**config.mk**
```make
export PLATFORM = sky130hd
export DESIGN_NAME = isa_width_sequencer
export DESIGN_NICKNAME = d
export VERILOG_FILES = /design/src/rtl/isa_width_sequencer.sv
export SDC_FILE = /design/constraint.sdc
export NUM_CORES = 1
export LEC_CHECK = 0
export CAP_MARGIN = 15
export CORE_MARGIN = 2
export CORE_UTILIZATION = 44
export CTS_BUF_LIST = sky130_fd_sc_hd__clkbuf_4
export DETAILED_ROUTE_END_ITERATION = 8
export PLACE_DENSITY = 0.76
export SYNTH_ARGS = -nofsm -noshare
export SYNTH_HDL_FRONTEND = slang
export SYNTH_SLANG_ARGS = --single-unit
```
**constraint.sdc**
```tcl
create_clock -name clk -period 4.8 [get_ports clk]
set_input_delay 0.96 -clock clk [delete_from_list [all_inputs] [get_ports clk]]
set_output_delay 0.96 -clock clk [all_outputs]
set_load 0.02 [all_outputs]
```
**src/rtl/isa_width_sequencer.sv**
```systemverilog
// ISA I/O cycle sequencer: AT 16-bit pass-through or XT byte pairing onto a 16-bit register bus.
// Optional saturating statistics counters when ISA_WIDTH_STATS_EN is defined.
module isa_width_sequencer #(
  parameter int unsigned ADDR_W      = 4,
  parameter int unsigned ACK_TIMEOUT = 255,
  parameter int unsigned TMO_W       = 8
) (
  input  logic              clk,
  input  logic              rst_n,
  input  logic              enable_high_byte,
  input  logic              io_sel,
  input  logic              io_rd,
  input  logic              io_wr,
  input  logic [ADDR_W-1:0] io_addr,
  input  logic              sbhe_n,
  input  logic [15:0]       isa_din,
  output logic [15:0]       isa_dout,
  output logic              dout_oe_lo,
  output logic              dout_oe_hi,
  output logic              iocs16_n,
  output logic              iochrdy,
  output logic              reg_req,
  output logic              reg_we,
  output logic [ADDR_W-2:0] reg_addr,
  output logic [1:0]        reg_be,
  output logic [15:0]       reg_wdata,
  input  logic [15:0]       reg_rdata,
  input  logic              reg_ack,
  output logic              timeout_err
`ifdef ISA_WIDTH_STATS_EN
  ,
  output logic [15:0]       stat_paired,
  output logic [15:0]       stat_flush,
  output logic [15:0]       stat_tmo
`endif
);

  localparam int unsigned WA_W = ADDR_W - 1;

  typedef enum logic [1:0] {S_IDLE, S_FLUSH, S_ACCESS, S_HOLD} state_t;

  state_t            state;
  logic              strobe_q;
  logic              mode_q;
  logic              lo_pending;
  logic [WA_W-1:0]   lo_addr;
  logic [7:0]        lo_buf;
  logic              hi_valid;
  logic [WA_W-1:0]   hi_addr;
  logic [7:0]        hi_buf;
  logic              acc_need;
  logic              acc_rd;
  logic              acc_at;
  logic              acc_odd;
  logic              nxt_we;
  logic [WA_W-1:0]   nxt_addr;
  logic [1:0]        nxt_be;
  logic [15:0]       nxt_wdata;
  logic [TMO_W-1:0]  tmo_cnt;

  logic              strobe;
  logic              start;
  logic              odd;
  logic [WA_W-1:0]   waddr;
  logic              mode_chg;
  logic              lo_live;
  logic              hi_live;
  logic              pair_hit;
  logic              hi_hit;
  logic              need_flush;
  logic              need_acc;
  logic [1:0]        acc_be;
  logic [15:0]       acc_wdata;
  logic [15:0]       rd_data;
  logic              rd_oe_lo;
  logic              rd_oe_hi;
  logic              tmo_hit;

  assign iocs16_n = ~(io_sel & enable_high_byte);

  // Access classification at cycle start; a slot-width change invalidates buffered bytes.
  always_comb begin
    waddr      = io_addr[ADDR_W-1:1];
    odd        = io_addr[0];
    strobe     = (io_rd | io_wr) & io_sel;
    start      = (state == S_IDLE) & strobe & ~strobe_q;
    mode_chg   = enable_high_byte ^ mode_q;
    lo_live    = lo_pending & ~mode_chg & ~enable_high_byte;
    hi_live    = hi_valid & ~mode_chg & ~enable_high_byte;
    pair_hit   = lo_live & io_wr & odd & (lo_addr == waddr);
    hi_hit     = hi_live & ~io_wr & odd & (hi_addr == waddr) & ~lo_live;
    need_flush = lo_live & ~pair_hit;
    need_acc   = enable_high_byte | ~((io_wr & ~odd) | hi_hit);
    acc_be     = 2'b11;
    acc_wdata  = 16'h0000;
    if (enable_high_byte) begin
      acc_be    = {~sbhe_n, ~odd};
      acc_wdata = isa_din;
    end else if (io_wr) begin
      if (pair_hit) begin
        acc_be    = 2'b11;
        acc_wdata = {isa_din[7:0], lo_buf};
      end else if (odd) begin
        acc_be    = 2'b10;
        acc_wdata = {isa_din[7:0], 8'h00};
      end else begin
        acc_be    = 2'b01;
        acc_wdata = {8'h00, isa_din[7:0]};
      end
    end else begin
      acc_be = odd ? 2'b10 : 2'b11;
    end
    rd_data  = acc_at ? reg_rdata : {8'h00, (acc_odd ? reg_rdata[15:8] : reg_rdata[7:0])};
    rd_oe_lo = acc_at ? nxt_be[0] : 1'b1;
    rd_oe_hi = acc_at & nxt_be[1];
    tmo_hit  = (tmo_cnt == TMO_W'(ACK_TIMEOUT - 1));
  end

  always_ff @(posedge clk or negedge rst_n) begin
    if (!rst_n) begin
      state       <= S_IDLE;
      strobe_q    <= 1'b0;
      mode_q      <= 1'b0;
      lo_pending  <= 1'b0;
      lo_addr     <= '0;
      lo_buf      <= 8'h00;
      hi_valid    <= 1'b0;
      hi_addr     <= '0;
      hi_buf      <= 8'h00;
      acc_need    <= 1'b0;
      acc_rd      <= 1'b0;
      acc_at      <= 1'b0;
      acc_odd     <= 1'b0;
      nxt_we      <= 1'b0;
      nxt_addr    <= '0;
      nxt_be      <= 2'b00;
      nxt_wdata   <= 16'h0000;
      tmo_cnt     <= '0;
      isa_dout    <= 16'h0000;
      dout_oe_lo  <= 1'b0;
      dout_oe_hi  <= 1'b0;
      iochrdy     <= 1'b1;
      reg_req     <= 1'b0;
      reg_we      <= 1'b0;
      reg_addr    <= '0;
      reg_be      <= 2'b00;
      reg_wdata   <= 16'h0000;
      timeout_err <= 1'b0;
    end else begin
      strobe_q    <= strobe;
      timeout_err <= 1'b0;
      case (state)
        S_IDLE: begin
          if (start) begin
            // Pending low byte is handed to the flush payload here, so lo_buf can take a new byte.
            mode_q     <= enable_high_byte;
            hi_valid   <= 1'b0;
            hi_addr    <= waddr;
            lo_pending <= ~enable_high_byte & io_wr & ~odd;
            if (~enable_high_byte & io_wr & ~odd) begin
              lo_buf  <= isa_din[7:0];
              lo_addr <= waddr;
            end
            acc_need  <= need_acc;
            acc_rd    <= ~io_wr;
            acc_at    <= enable_high_byte;
            acc_odd   <= odd;
            nxt_we    <= io_wr;
            nxt_addr  <= waddr;
            nxt_be    <= acc_be;
            nxt_wdata <= acc_wdata;
            tmo_cnt   <= '0;
            if (need_flush) begin
              state     <= S_FLUSH;
              reg_req   <= 1'b1;
              reg_we    <= 1'b1;
              reg_addr  <= lo_addr;
              reg_be    <= 2'b01;
              reg_wdata <= {8'h00, lo_buf};
              iochrdy   <= 1'b0;
            end else if (need_acc) begin
              state     <= S_ACCESS;
              reg_req   <= 1'b1;
              reg_we    <= io_wr;
              reg_addr  <= waddr;
              reg_be    <= acc_be;
              reg_wdata <= acc_wdata;
              iochrdy   <= 1'b0;
            end else begin
              state <= S_HOLD;
              if (hi_hit) begin
                isa_dout   <= {8'h00, hi_buf};
                dout_oe_lo <= 1'b1;
                dout_oe_hi <= 1'b0;
              end
            end
          end
        end
        S_FLUSH: begin
          if (reg_ack) begin
            reg_req <= 1'b0;
            tmo_cnt <= '0;
            if (acc_need) begin
              state <= S_ACCESS;
            end else begin
              state   <= S_HOLD;
              iochrdy <= 1'b1;
            end
          end else if (tmo_hit) begin
            reg_req     <= 1'b0;
            timeout_err <= 1'b1;
            iochrdy     <= 1'b1;
            state       <= S_HOLD;
            if (acc_rd) begin
              isa_dout   <= 16'hFFFF;
              dout_oe_lo <= rd_oe_lo;
              dout_oe_hi <= rd_oe_hi;
            end
          end else begin
            tmo_cnt <= tmo_cnt + TMO_W'(1);
          end
        end
        S_ACCESS: begin
          // Entered from FLUSH with the request dropped for one cycle before the real access.
          if (!reg_req) begin
            reg_req   <= 1'b1;
            reg_we    <= nxt_we;
            reg_addr  <= nxt_addr;
            reg_be    <= nxt_be;
            reg_wdata <= nxt_wdata;
            tmo_cnt   <= '0;
          end else if (reg_ack) begin
            reg_req <= 1'b0;
            iochrdy <= 1'b1;
            state   <= S_HOLD;
            if (acc_rd) begin
              isa_dout   <= rd_data;
              dout_oe_lo <= rd_oe_lo;
              dout_oe_hi <= rd_oe_hi;
              if (!acc_at && !acc_odd) begin
                hi_buf   <= reg_rdata[15:8];
                hi_valid <= 1'b1;
              end
            end
          end else if (tmo_hit) begin
            reg_req     <= 1'b0;
            timeout_err <= 1'b1;
            iochrdy     <= 1'b1;
            state       <= S_HOLD;
            if (acc_rd) begin
              isa_dout   <= 16'hFFFF;
              dout_oe_lo <= rd_oe_lo;
              dout_oe_hi <= rd_oe_hi;
            end
          end else begin
            tmo_cnt <= tmo_cnt + TMO_W'(1);
          end
        end
        S_HOLD: begin
          if (!io_rd && !io_wr) begin
            state      <= S_IDLE;
            dout_oe_lo <= 1'b0;
            dout_oe_hi <= 1'b0;
          end
        end
        default: state <= S_IDLE;
      endcase
    end
  end

`ifdef ISA_WIDTH_STATS_EN
  // Saturating event counters.
  always_ff @(posedge clk or negedge rst_n) begin
    if (!rst_n) begin
      stat_paired <= 16'h0000;
      stat_flush  <= 16'h0000;
      stat_tmo    <= 16'h0000;
    end else begin
      if (start && pair_hit && stat_paired != 16'hFFFF) stat_paired <= stat_paired + 16'd1;
      if (start && need_flush && stat_flush != 16'hFFFF) stat_flush <= stat_flush + 16'd1;
      if (timeout_err && stat_tmo != 16'hFFFF) stat_tmo <= stat_tmo + 16'd1;
    end
  end
`endif

endmodule

```
==> impl_metrics.csv <==
group,metric,value,unit
clock_network,ctsHoldBuffers,0,
detailed_routing,ant_nets,0,
clock_network,cts_resized,0,
place,dpl_cell_area,6320,um2
sta,hold_violations,0,
place,port_buffers,87,
setup_path,path_cells,"clkdlybuf4s50_1 -> buf_4 -> nand2_1 -> clkdlybuf4s50_1",
sta,fin_skew,0.0187,ns
worst_hold_path,holdPathStages,2,
power_and_ir_drop,p_sw,1.77,mW
final_layout,fin_util,0.542,
final_layout,design_area,6480,um2
power_and_ir_drop,switching_share,0.432,
setup_path,cp_slowest_cell,"clkdlybuf4s50_1",
final_layout,seq_area,2530,um2
setup_path,reg2reg_to,"tmo_cnt[4]$_DFFE_PN0P_",
power_and_ir_drop,clkPwrFrac,0.117,
clock_network,cts_tree,"built",
power_and_ir_drop,p_seq_frac,0.361,
die,num_io_pins,88,
sta,drv_slew,0,
synthesis,synth_ff_type,"dfrtp_1",
setup_path,cp.arrival,2.28,ns
power_and_ir_drop,power_per_cell_area,632,nW/um2
synthesis,synth_cell_types,59,
clock_network,clk_pin_slew_worst_paths,0.14,ns
detailed_routing,avgRoutedWirePerCell,17.7,um
sta,fmax,309,MHz
worst_hold_path,whs_endpoint,"reg_addr[1]$_DFFE_PN0P_",
setup_path,max_stage_delay,0.54,ns
clock_network,post_cts_buffers,0,
sta,finalSetupTns,0,ns
die,initial_core_util,0.450,
place,hpwl,9840,um
detailed_routing,drtPass1Iterations,5,
final_layout,multiInputGateArea,2620,um2
global_routing,grt_pass1_wl,22700,um
synthesis,synth_nets,620,
global_routing,grt_usage,0.220,
sta,timing.final.crit_share,0.674,
final_layout,synthToLayoutAreaGrowth,20.5,%
final_layout,final_cell_mix,"dfrtp_1, clkdlybuf4s50_1, nand2_1, nor2_1, a21oi_1",
die,dieArea,13100,um2
die,core-area,12000,um2
die,die_x,115,um
global_routing,grt_max_degree,61,
detailed_routing,drt_drc_violations_left,0,
setup_path,worstSetupPathType,"input port to output port",
clock_network,ctsLongestPathBuffers,2,
sta,worstMarginPinSlew,0.839,ns
detailed_routing,drt_wl_total,13900,um
final_layout,fillers,1040,
final_layout,drive_gt1_frac,0.120,
power_and_ir_drop,power,4.09,mW
setup_path,cp-start-kind,"input port",
die,die_h,115,um
sta,max_slew_margin,0.441,
synthesis,syn-cell-area,5380,um2
synthesis,yosys_warnings,0,
clock_network,cts_htree_levels,3,
power_and_ir_drop,cellLeakagePower,2.69,nW
outcome,status,"finished, final reports clean",
sta,hold_ws,0.500,ns
global_routing,antenna_found_initial,1,
sta,layout_min_cycle_time,3.24,ns
setup_path,path_common_cell,"clkdlybuf4s50_1",
setup_path,r2r_cells,7,
setup_path,regToRegSetupSlack,1.86,ns
synthesis,seq_area_frac_synth,0.470,
clock_network,cts_sinks,101,
clock_network,clk_latency,0.49,ns
synthesis,synth-edff-count,0,
global_routing,grt_pass1_vias,4511,
setup_path,endpoint_kind,"output port",
sta,setup_viol,0,
die,fp-row-count,40,
worst_hold_path,hold_path.class,"flop to flop",
power_and_ir_drop,ir_worst_vdd,332,uV
clock_network,cts_root_buf,"clkbuf_4",
setup_path,r2r-start,"state[1]$_DFFE_PN0P_",
detailed_routing,vias,4686,
setup_path,crit_fanout,26,
setup_path,crit_required,3.84,ns
sta,rsz0062_at_grt,"no",
synthesis,syn-instance-count,570,
global_routing,grt-ovfl-total,0,
place,place.gp.congestion,0.893,
synthesis,async_reset_ff_frac,1.00,
power_and_ir_drop,combPwrFrac,0.521,
synthesis,syn_avg_cell_area,9.43,um2
detailed_routing,vias_per_cell,5.93,
run,drv_cap,0,
power_and_ir_drop,intPower,2.32,mW
clock_network,cts_buffers,9,
final_layout,nets,687,
detailed_routing,first_iter_violations,373,
final_layout,mostFrequentLayoutCell,"dfrtp_1",
worst_hold_path,hold_path.startpoint,"reg_addr[1]$_DFFE_PN0P_",
synthesis,synth-seq-cells,101,
per-layer routing:
metal	GRT usage	vias up	part of all wire
li1	-	2205	-
met2	0.346	180	0.48
met3	0.0603	36	0.067
met1	0.283	2265	0.42
met5	0	-	0
met4	0.101	0	0.032
worst max path at each step:
stage               cells past startpoint                        to  slack [ns]              from
CTS                                     4                  iocs16_n        1.56  enable_high_byte
global placement                        6   isa_dout[7]$_DFFE_PN0P_        1.41             io_wr
floorplan                               8  isa_dout[11]$_DFFE_PN0P_        2.21  enable_high_byte
detailed placement                      6   isa_dout[7]$_DFFE_PN0P_        1.30             io_wr
finish                                  4                  iocs16_n        1.56  enable_high_byte
global route                            4                  iocs16_n        1.47  enable_high_byte
cell usage after synthesis (all sizes together) (2+ instances only):
cell type,n,share of area
a21bo,2,0.0037
a21o,5,0.0070
a21oi,50,0.047
a221oi,17,0.028
a22o,4,0.0065
a31oi,13,0.015
buf,13,0.013
clkbuf,26,0.018
dfrtp,100,0.47
ha,6,0.014
inv,17,0.012
mux2,36,0.078
nand2,68,0.047
nand2b,3,0.0035
nand3,7,0.0065
nand4,2,0.0035
nor2,51,0.036
nor2b,2,0.0023
nor3,19,0.019
nor3b,10,0.015
nor4b,3,0.0049
o21a,3,0.0042
o21ai,48,0.045
o221a,2,0.0042
o22a,18,0.029
o22ai,2,0.0023
o31ai,12,0.017
or2,3,0.0035
or3,4,0.0047
xnor2,4,0.0065
xor2,2,0.0033
worst max-delay path: cells and delay by family:
kind	cells	cell delay, ns
and+or+nand+nor	1	0.08
buffers and inverters	3	1.24
cell type report:
class / count / area share
inverters: 17 / 0.00985
clock buffers: 10 / 0.0116
repair buffers: 95 / 0.143
well taps: 147 / 0.0284
clock inverters: 6 / 0.0118
flip-flops and latches: 101 / 0.390
diodes: 1 / 0.000386
multi-input cells: 413 / 0.404
cell families (layout without fill, tap and decap cells):
logic type	count (synthesis)	in the layout	synth area share
compound gates	186	186	0.227
simple gates	179	179	0.158
flops	101	101	0.470
buf+inv	56	128	0.0435
mux	36	36	0.0782
fa+ha+maj	6	6	0.0140
xor+xnor	6	6	0.00977
other cells	0	1	0
stage by stage:
| step | std cells | setup WS [ns] |
|---|---|---|
| after floorplan | 570 | 2.21 |
| after global placement | 773 | 1.41 |
| after detailed placement | 773 | 1.30 |
| after CTS | 789 | 1.56 |
| after global routing | 790 | 1.47 |
| final | 790 | 1.56 |
power by group through the flow:
stage | sequential (mW) | clock, mW | combinational, mW
finish | 1.48 | 0.480 | 2.13
global route | 1.52 | 0.527 | 2.32
CTS | 1.47 | 0.493 | 2.12
global placement | 1.47 | 0 | 2.05
floorplan | 1.59 | 0 | 1.33
detailed placement | 1.49 | 0 | 2.11
flip-flops by register name (all words and copies together), names as in the netlist, 8 cells and up:
register   count
isa_dout      16
nxt_wdata     16
reg_wdata     16
hi_buf         8
lo_buf         8
tmo_cnt        8
(Power assumes the default switching activity.)
